==> src/rtl/rand_leaf_sink_if.sv <==
// Ready/valid bundle between the PRNG, the leaf sink and the ORAM frontend.
// The master side is the PRNG/frontend pair; the slave side is the sink.
interface rand_leaf_sink_if #(
  parameter int unsigned RandWidth = 32,
  parameter int unsigned LeafWidth = 20
);
  logic                 RandInValid;
  logic                 RandInReady;
  logic [RandWidth-1:0] RandIn;
  logic                 LeafReady;
  logic                 LeafValid;
  logic [LeafWidth-1:0] LeafOut;

  modport master (
    output RandInValid, RandIn, LeafReady,
    input  RandInReady, LeafValid, LeafOut
  );

  modport slave (
    input  RandInValid, RandIn, LeafReady,
    output RandInReady, LeafValid, LeafOut
  );
endinterface

==> src/rtl/rand_leaf_sink.sv <==
// Packs PRNG words into leaf labels and buffers them for the ORAM remap logic.
// Random bits are used once; bits beyond LeafWidth are dropped.
module rand_leaf_sink #(
  parameter int unsigned RandWidth     = 32,
  parameter int unsigned LeafWidth     = 20,
  parameter int unsigned FIFODepth     = 4,
  parameter int unsigned StallCntWidth = 16
) (
  input  logic                     Clock,
  input  logic                     Reset,
  rand_leaf_sink_if.slave          Bus,
  output logic                     Starving,
  output logic [StallCntWidth-1:0] StarveCount
);

  localparam int unsigned WordsPerLeaf = (LeafWidth + RandWidth - 1) / RandWidth;
  localparam int unsigned CntWidth     = (WordsPerLeaf > 1) ? $clog2(WordsPerLeaf) : 1;
  localparam int unsigned AsmWidth     = WordsPerLeaf * RandWidth;
  localparam int unsigned PtrWidth     = $clog2(FIFODepth);
  localparam int unsigned CountWidth   = $clog2(FIFODepth + 1);
  localparam logic [CntWidth-1:0]   LastWord  = CntWidth'(WordsPerLeaf - 1);
  localparam logic [PtrWidth-1:0]   LastPtr   = PtrWidth'(FIFODepth - 1);
  localparam logic [CountWidth-1:0] FullCount = CountWidth'(FIFODepth);

  logic [CntWidth-1:0]   wordCnt;
  logic [AsmWidth-1:0]   assembly;
  logic [LeafWidth-1:0]  fifoMem [FIFODepth];
  logic [PtrWidth-1:0]   headPtr;
  logic [PtrWidth-1:0]   tailPtr;
  logic [CountWidth-1:0] count;

  logic                  isFinal;
  logic                  fifoFull;
  logic                  wordFire;
  logic                  push;
  logic                  pop;
  logic [LeafWidth-1:0]  newLeaf;

  // Modulo-FIFODepth pointer advance; handles non-power-of-2 depths.
  function automatic logic [PtrWidth-1:0] nextPtr(input logic [PtrWidth-1:0] p);
    return (p == LastPtr) ? '0 : p + PtrWidth'(1);
  endfunction

  // Handshake decode; ready never looks at LeafReady, so a full FIFO stalls FINAL words.
  always_comb begin
    isFinal         = (wordCnt == LastWord);
    fifoFull        = (count == FullCount);
    Bus.RandInReady = !Reset && (!isFinal || !fifoFull);
    Bus.LeafValid   = (count != '0);
    Bus.LeafOut     = fifoMem[headPtr];
    wordFire        = Bus.RandInValid && Bus.RandInReady;
    push            = wordFire && isFinal;
    pop             = Bus.LeafValid && Bus.LeafReady;
    // Final word sits above the collected words; upper slot of assembly is always zero.
    newLeaf         = LeafWidth'(assembly | (AsmWidth'(Bus.RandIn) << ((WordsPerLeaf - 1) * RandWidth)));
  end

  // Word collection: stores COLLECT words, clears after the final word completes a leaf.
  always_ff @(posedge Clock) begin
    if (Reset) begin
      wordCnt  <= '0;
      assembly <= '0;
    end else if (wordFire) begin
      if (isFinal) begin
        wordCnt  <= '0;
        assembly <= '0;
      end else begin
        wordCnt <= wordCnt + CntWidth'(1);
        for (int unsigned k = 0; k + 1 < WordsPerLeaf; k++) begin
          if (wordCnt == CntWidth'(k)) begin
            assembly[k*RandWidth +: RandWidth] <= Bus.RandIn;
          end
        end
      end
    end
  end

  // Leaf FIFO: push on the final word, pop when the frontend takes the head.
  always_ff @(posedge Clock) begin
    if (Reset) begin
      headPtr <= '0;
      tailPtr <= '0;
      count   <= '0;
      for (int unsigned i = 0; i < FIFODepth; i++) begin
        fifoMem[i] <= '0;
      end
    end else begin
      if (push) begin
        fifoMem[tailPtr] <= newLeaf;
        tailPtr          <= nextPtr(tailPtr);
      end
      if (pop) begin
        headPtr <= nextPtr(headPtr);
      end
      if (push && !pop) begin
        count <= count + CountWidth'(1);
      end else if (!push && pop) begin
        count <= count - CountWidth'(1);
      end
    end
  end

  // Starvation tracking: frontend asking while the buffer is empty.
  always_ff @(posedge Clock) begin
    if (Reset) begin
      Starving    <= 1'b0;
      StarveCount <= '0;
    end else begin
      Starving <= Bus.LeafReady && !Bus.LeafValid;
      if (Bus.LeafReady && !Bus.LeafValid && (StarveCount != '1)) begin
        StarveCount <= StarveCount + StallCntWidth'(1);
      end
    end
  end

endmodule

==> src/flat_wrapper.sv <==
// flat-port wrapper written by rule: the top's interface ports become plain ports
module rand_leaf_sink_flat 
#(
  parameter int unsigned RandWidth     = 32,
  parameter int unsigned LeafWidth     = 20,
  parameter int unsigned FIFODepth     = 4,
  parameter int unsigned StallCntWidth = 16
)
  (Clock, Reset, Starving, StarveCount, Bus_RandInValid, Bus_RandIn, Bus_LeafReady, Bus_RandInReady, Bus_LeafValid, Bus_LeafOut);
  rand_leaf_sink_if #(.RandWidth(RandWidth), .LeafWidth(LeafWidth)) Bus_i ();
  input  logic Clock;
  input  logic Reset;
  output logic Starving;
  output logic [StallCntWidth-1:0] StarveCount;
  input wire logic [$bits(Bus_i.RandInValid)-1:0] Bus_RandInValid;
  input wire logic [$bits(Bus_i.RandIn)-1:0] Bus_RandIn;
  input wire logic [$bits(Bus_i.LeafReady)-1:0] Bus_LeafReady;
  output wire logic [$bits(Bus_i.RandInReady)-1:0] Bus_RandInReady;
  output wire logic [$bits(Bus_i.LeafValid)-1:0] Bus_LeafValid;
  output wire logic [$bits(Bus_i.LeafOut)-1:0] Bus_LeafOut;
  assign Bus_i.RandInValid = Bus_RandInValid;
  assign Bus_i.RandIn = Bus_RandIn;
  assign Bus_i.LeafReady = Bus_LeafReady;
  assign Bus_RandInReady = Bus_i.RandInReady;
  assign Bus_LeafValid = Bus_i.LeafValid;
  assign Bus_LeafOut = Bus_i.LeafOut;
  rand_leaf_sink #(.RandWidth(RandWidth), .LeafWidth(LeafWidth), .FIFODepth(FIFODepth), .StallCntWidth(StallCntWidth)) u_core (.Clock(Clock), .Reset(Reset), .Bus(Bus_i), .Starving(Starving), .StarveCount(StarveCount));
endmodule
==> config.mk <==
export PLATFORM = sky130hd
export DESIGN_NAME = rand_leaf_sink_flat
export DESIGN_NICKNAME = d
export VERILOG_FILES = /design/src/rtl/rand_leaf_sink_if.sv /design/src/rtl/rand_leaf_sink.sv /design/src/flat_wrapper.sv
export SDC_FILE = /design/constraint.sdc
export NUM_CORES = 1
export LEC_CHECK = 0
export BUFFER_PORTS_ARGS = -buffer_cell sky130_fd_sc_hd__buf_2
export CORE_MARGIN = 10
export CORE_UTILIZATION = 51
export DETAILED_ROUTE_END_ITERATION = 8
export PLACE_DENSITY_LB_ADDON = 0.05
export SLEW_MARGIN = 20
export SYNTH_ARGS = -nofsm -noshare
export SYNTH_HDL_FRONTEND = slang
export SYNTH_SLANG_ARGS = --single-unit
==> constraint.sdc <==
create_clock -name Clock -period 2.6 [get_ports Clock]
set_input_delay 0.52 -clock Clock [delete_from_list [all_inputs] [get_ports Clock]]
set_output_delay 0.52 -clock Clock [all_outputs]
set_load 0.005 [all_outputs]
==> results of run 1 <==
-- sequential cells by signal (all words and copies together) (netlist names), named ones only --
register            count
u_core.count            3
u_core.tailPtr          2
u_core.headPtr          2
u_core.StarveCount     16
u_core.fifoMem         80
u_core.Starving         1
-- kinds of logic (layout without fill, tap and decap cells) --
logic type,Yosys count,count (layout),share of synthesized area [%]
buffers and inverters,25,98,2.18
and+or+nand+nor,148,148,18.9
adders and majority gates,5,5,1.49
AOI/OAI and AO/OA,36,36,4.61
DFF,106,106,62.2
xor gates and xnor gates,2,2,0.373
muxes,23,23,10.3
-- report_power, final --
part | leakage [nW] | switching (mW) | internal (mW) | total (mW)
Combinational | 0.926 | 0.415 | 0.448 | 0.863
Clock | 0.0916 | 0.570 | 0.356 | 0.926
Sequential | 1.04 | 0.0796 | 2.00 | 2.08
Total | 2.06 | 1.06 | 2.80 | 3.87
-- cells in the mapped netlist, drive strengths merged, types with 5 or more instances --
| library cell | instances |
|---|---|
| o21ai | 7 |
| clkbuf | 15 |
| edfxtp | 80 |
| and2 | 80 |
| nor3 | 5 |
| a21oi | 16 |
| inv | 6 |
| nand3 | 6 |
| or4 | 9 |
| or3 | 8 |
| dfxtp | 26 |
| mux4 | 20 |
| nand2 | 11 |
| nor2 | 11 |
| o31ai | 7 |
-- stage by stage --
| step | utilization [%] | hold WS, ps | area, um^2 | setup WS, ps | cells |
|---|---|---|---|---|---|
| floorplan | - | 454 | 4700 | 144 | 345 |
| global placement | 59.0 | 479 | 5220 | 96.6 | 510 |
| detailed placement | 59.0 | 485 | 5220 | 69.7 | 510 |
| CTS | 60.9 | 429 | 5390 | 230 | 526 |
| global route | 60.9 | 447 | 5390 | 148 | 526 |
| finish | 60.9 | 446 | 5390 | 240 | 526 |
-- per-layer routing --
layer / global-route usage (%) / wire [um] / vias up / part of all wire (%)
met5: 0 / 0 / - / 0
met4: 5.75 / 134 / 0 / 1.4
met3: 3.26 / 394 / 12 / 4.2
met2: 26.2 / 4940 / 64 / 52
met1: 17.4 / 4020 / 1385 / 42
li1: - / - / 1427 / -
-- worst max-delay path, cell delays in order, from the launching register on --
cell and delay (ps):
dfxtp_1 380, or4b_4 560, or4_1 700, or4_1 520, a21oi_1 140
-- how the worst max path moves through the flow --
stage | start | end | slack (ps) | cells past startpoint
floorplan | Bus_RandInValid | u_core.count[2]$_SDFFE_PP0P_ | 140 | 9
global placement | Bus_LeafReady | u_core.StarveCount[13]$_SDFFE_PP0P_ | 100 | 5
detailed placement | Bus_LeafReady | u_core.StarveCount[13]$_SDFFE_PP0P_ | 70 | 5
CTS | flip-flop | Bus_LeafOut[19] | 230 | 3
global route | u_core.count[2]$_SDFFE_PP0P_ | u_core.StarveCount[9]$_SDFFE_PP0P_ | 150 | 4
finish | u_core.count[2]$_SDFFE_PP0P_ | u_core.StarveCount[9]$_SDFFE_PP0P_ | 240 | 4
-- cell type report --
cell class	count	share of cell area (%)
Timing Repair Buffer	76	8.40
Clock buffer	9	2.30
Tap cell	108	2.51
Sequential cell	106	54.2
Inverter	6	0.418
Clock inverter	7	0.974
Multi-Input combinational cell	214	31.2
==> impl_metrics.py, run 1 <==
metrics = {
    "global_routing": {
        "antenna_found_initial": 0,
        "grt_max_degree": 32,
        "grt_use_total_pct": 14.9,
        "grt-ovfl-total": 0,
        "grt_pass1_vias": 3021,
        "grt_pass1_wl_um": 15400,
    },
    "timing": {
        "period_share_pct": 90.8,
        "grt_setup_unrepaired": "no",
        "finalSetupTns_ps": 0,
        "worst_slew_pin_slew_ps": 730,
        "hold_viol_final": 0,
        "finalMaxSlewViolations": 0,
        "finalSetupViolCount": 0,
        "worst_clock_skew_ps": 17.0,
        "min_period_ps": 2360,
        "relSlewSlack_pct": 50.9,
        "max_freq_mhz": 424,
    },
    "synth": {
        "syn-cell-area_mm2": 0.00470,
        "synth_top_area_share_pct": 51.1,
        "async_reset_ff_share_pct": 0,
        "ys_warn_count": 0,
        "synth_top_area_cell": "edfxtp_1",
        "ys_seq_area_share_pct": 62.2,
        "ys_types": 37,
        "synth_edf_count": 80,
        "synthTopCellsByArea": "edfxtp_1 (51%), dfxtp_1 (11%), and2_1 (11%)",
        "yosys_most_used_dff": "edfxtp_1",
        "synthCells": 345,
        "avgSynthCellArea_um2": 13.6,
        "synth_nets": 386,
        "ys_ff_latch": 106,
    },
    "job": {
        "maxCapViolCount": 0,
    },
    "layout": {
        "layout_common_cells": "and2_1 (80), edfxtp_1 (80), buf_2 (62)",
        "seqCellArea_mm2": 0.00292,
        "diodes": 0,
        "nFillCells": 735,
        "drive_gt1_share_pct": 28.5,
        "fin_nets": 454,
        "syn_to_final_growth_pct": 14.8,
        "multi_input_area_mm2": 0.00168,
    },
    "clock_network": {
        "root_buffer": "clkbuf_8",
        "cts_max_level": 3,
        "cts_tree": "built",
        "cts.clk_slew.worst_paths_ps": 110,
        "cts_resized": 0,
        "cts_buffers": 9,
        "cts_sinks": 106,
        "cts_setup_buffers": 0,
        "clock_path_buffers": 2,
        "cts_hold_buf": 0,
        "clkLatencyLatePin_ps": 370,
    },
    "drt": {
        "vias_per_cell": 5.49,
        "wl_um": 9480,
        "drc": 0,
        "drt_iter0_drc": 126,
        "antenna_left": 0,
        "firstDrtPassIters": 4,
        "wl_per_cell_um": 18.0,
        "vias": 2888,
    },
    "floorplanning": {
        "die_h_um": 116,
        "ios": 75,
        "die_w_um": 116,
        "dieArea_mm2": 0.0135,
        "core_area_mm2": 0.00885,
        "start_util_pct": 53.1,
        "rows": 34,
    },
    "worst_setup_path": {
        "arrival_ps": 2650,
        "critPathMaxFanout": 8,
        "rr_startpoint": "u_core.count[2]$_SDFFE_PP0P_",
        "critPathKind": "flip-flop to flip-flop",
        "cp.required_ps": 2890,
        "reg2reg_depth": 4,
        "r2r-end": "u_core.StarveCount[9]$_SDFFE_PP0P_",
        "reg2reg_slack_ps": 240,
        "worst_setup_path_end_kind": "flip-flop",
        "crit_path_start_kind": "flip-flop",
    },
    "place": {
        "gp_congestion": 0.788,
        "portBuffers": 62,
        "post-dp-hpwl_um": 6100,
    },
    "power_and_ir_drop": {
        "peakVddDrop_uv": 416,
        "power.total_mw": 3.87,
        "p_leak_nw": 2.06,
        "powerDensity_mw_per_mm2": 717,
    },
    "hold_path": {
        "min_path_type": "primary input to flip-flop",
        "min_from": "Bus_RandIn[2]",
        "hold_path_depth": 2,
        "min_to": "u_core.fifoMem[2][2]$_SDFFCE_PN0P_",
    },
    "outcome": {
        "outcome": "complete, no violations",
    },
}
Power figures use the tool's default switching activity.
==> run 2: changes to the inputs <==
--- a/config.mk
+++ b/config.mk
@@ -5,6 +5,7 @@
 export SDC_FILE = /design/constraint.sdc
 export NUM_CORES = 1
 export LEC_CHECK = 0
+export ABC_AREA = 1
 export BUFFER_PORTS_ARGS = -buffer_cell sky130_fd_sc_hd__buf_2
 export CORE_MARGIN = 10
 export CORE_UTILIZATION = 51
==> run 2 against run 1 <==
  * Register-to-register slack improved by 290 ps
  * First-iteration DRC count up 99%
  * Routed wire length grew 11%
  * Final area is 0.60% lower
  * Sequential power grew 6%
  * Synthesized cell count up 47%
  * Clock power down 5.6%
  * Synthesized area is 1.0% higher
  * Non-clock buffer count stayed put
  * Critical path type is now flip-flop to primary output
  * Largest power group unchanged
  * Highest routed layer unchanged
==> impl_metrics.py, run 2 <==
metrics = {
    "place": {
        "post-dp-hpwl_um": 6940,
        "portBuffers": 62,
        "dp_cells": 673,
        "placedInstanceArea_mm2": 0.00520,
        "gp_congestion": 0.866,
    },
    "power_and_ir_drop": {
        "swShare_pct": 33.5,
        "powerDensity_mw_per_mm2": 827,
        "peakVddDrop_uv": 393,
        "power.internal_mw": 2.95,
        "clock_power_share_pct": 19.7,
        "comb_power_share_pct": 30.5,
        "p_leak_nw": 2.29,
        "power.total_mw": 4.43,
        "seq_power_share_pct": 49.7,
        "switchingPower_mw": 1.48,
    },
    "synth": {
        "synth_edf_count": 80,
        "netlist_top_cells_count": "nor2_1 (166), edfxtp_1 (80), nand2_1 (59)",
        "ys_seq_area_share_pct": 61.6,
        "yosys-mux-area-fraction_pct": 0,
        "synth_top_family_by_area": "simple AND/OR/NAND/NOR gates",
        "ys_types": 28,
        "synthCells": 508,
        "avgSynthCellArea_um2": 9.34,
        "yosys_most_used_dff": "edfxtp_1",
        "yosysMostFrequentCell": "nor2_1",
        "async_reset_ff_share_pct": 0,
        "synthTopCellsByArea": "edfxtp_1 (51%), nor2_1 (13%), dfxtp_1 (11%)",
        "synthAdderAreaFrac_pct": 1.48,
        "synth_compound_area_share_pct": 9.25,
        "synth-simple-area-share_pct": 22.3,
        "synth_xor_area_share_pct": 0.185,
        "synth_nets": 549,
        "ys_ff_latch": 106,
        "synth_top_area_share_pct": 50.6,
        "ys_warn_count": 0,
        "synth_top_area_cell": "edfxtp_1",
        "syn-cell-area_mm2": 0.00475,
    },
    "clock_network": {
        "cts_resized": 0,
        "clock_path_buffers": 2,
        "cts_tree": "built",
        "cts_max_level": 3,
        "cts_setup_buffers": 0,
        "cts_sinks": 106,
        "cts_buffers": 9,
        "cts_hold_buf": 0,
        "cts.clk_slew.worst_paths_ps": 90,
        "clkLatencyLatePin_ps": 360,
        "root_buffer": "clkbuf_8",
    },
    "timing": {
        "finalSetupViolCount": 0,
        "period_share_pct": 87.2,
        "finalMaxSlewViolations": 0,
        "hold_viol_final": 0,
        "worst_slew_pin_slew_ps": 667,
        "grt_setup_unrepaired": "no",
        "finalSetupTns_ps": 0,
        "max_freq_mhz": 441,
        "relSlewSlack_pct": 55.5,
        "worst_clock_skew_ps": 13.3,
        "min_period_ps": 2270,
    },
    "worst_setup_path": {
        "crit_path_start_kind": "flip-flop",
        "critPathMaxFanout": 20,
        "worst_setup_path_end_kind": "primary output",
        "rr_startpoint": "u_core.count[0]$_SDFFE_PP0P_",
        "critPathKind": "flip-flop to primary output",
        "crit_end": "Bus_LeafOut[8]",
        "arrival_ps": 1750,
        "reg2reg_depth": 11,
        "r2r-end": "u_core.count[2]$_SDFFE_PP0P_",
        "reg2reg_slack_ps": 530,
        "cp.required_ps": 2080,
    },
    "drt": {
        "vias": 3522,
        "vias_per_cell": 5.12,
        "drt_iter0_drc": 251,
        "firstDrtPassIters": 5,
        "drc": 0,
        "wl_per_cell_um": 15.3,
        "antenna_left": 0,
        "wl_um": 10500,
    },
    "outcome": {
        "outcome": "complete, no violations",
    },
    "layout": {
        "diodes": 0,
        "final_util_pct": 58.6,
        "final_common_cell": "nor2_1",
        "syn_to_final_growth_pct": 12.9,
        "finalNonFillerCells": 688,
        "nFillCells": 873,
        "fin_nets": 614,
        "top_register": "u_core.fifoMem",
        "layout_common_cells": "nor2_1 (166), edfxtp_1 (80), buf_2 (62)",
        "drive_gt1_share_pct": 18.7,
        "top_regs": "u_core.fifoMem x80, u_core.StarveCount x16, u_core.count x3",
        "largest_reg_flops": 80,
        "stdcell_area_mm2": 0.00536,
    },
    "floorplanning": {
        "core_area_mm2": 0.00915,
        "dieArea_mm2": 0.0136,
        "ios": 75,
        "rows": 35,
        "die_w_um": 116,
        "start_util_pct": 51.9,
        "die_h_um": 116,
    },
    "global_routing": {
        "grt_use_total_pct": 16.3,
        "grt_max_degree": 41,
        "grt_pass1_vias": 3640,
        "grt_pass1_wl_um": 17300,
        "grt-ovfl-total": 0,
        "antenna_found_initial": 0,
    },
    "hold_path": {
        "min_path_type": "primary input to flip-flop",
    },
    "job": {
        "maxCapViolCount": 0,
    },
}
run 2: how the worst min path moves through the flow:
stage	start	to	slack, ps	cells after the start
floorplan	u_core.count[1]$_SDFFE_PP0P_	u_core.count[1]$_SDFFE_PP0P_	470	2
global placement	u_core.count[1]$_SDFFE_PP0P_	u_core.count[1]$_SDFFE_PP0P_	490	2
detailed placement	u_core.count[1]$_SDFFE_PP0P_	u_core.count[1]$_SDFFE_PP0P_	490	2
CTS	Reset	u_core.StarveCount[9]$_SDFFE_PP0P_	410	2
global route	Reset	u_core.Starving$_SDFF_PP0_	420	2
finish	Reset	u_core.StarveCount[9]$_SDFFE_PP0P_	420	2
run 2: power by group through the flow:
stage | clock (mW) | combinational [mW] | sequential [mW]
6_report | 0.874 | 1.35 | 2.20
5_1_grt | 0.955 | 1.56 | 2.23
4_1_cts | 0.893 | 1.40 | 2.21
3_5_place_dp | 0 | 1.39 | 2.25
3_3_place_gp | 0 | 1.37 | 2.24
2_1_floorplan | 0 | 0.837 | 2.23
run 2: final cells by class:
class                      instances  area (um^2)  area share (%)
sequential                       106         2920            54.5
multi-input combinational        342         1580            29.5
timing repair buffer              76          415            7.75
inverter                          38          143            2.66
tap                              111          139            2.59
clock buffer                      10          128            2.38
clock inverter                     5         32.5           0.607
run 2: through the flow:
step	hold slack (ps)	worst slack, ps
after global routing	419	192
after global placement	485	365
final	421	332
after CTS	408	287
after floorplan	472	527
after detailed placement	495	370
run 2: logic make-up (layout without fill, tap and decap cells):
kind of cell,count (synthesis),after routing
AND/OR/NAND/NOR,257,257
buffers and inverters,60,129
XOR/XNOR,1,1
AO/OA/AOI/OAI,79,79
flip-flops,106,106
adder cells (fa/ha/maj),5,5
run 2: worst max-delay path, cell delays in order, from the launching register on:
cell and delay [ps]:
dfxtp_1 330, inv_1 490, o21ai_0 230, o22ai_1 190, buf_2 150
run 2: layer usage:
metal / GRT usage, % / vias to the layer above / share of wire [%]
met5: 0 / - / 0
met4: 5.09 / 0 / 0.62
met3: 3.18 / 6 / 6.0
met2: 28.8 / 78 / 50
met1: 19.4 / 1630 / 43
li1: - / 1808 / -
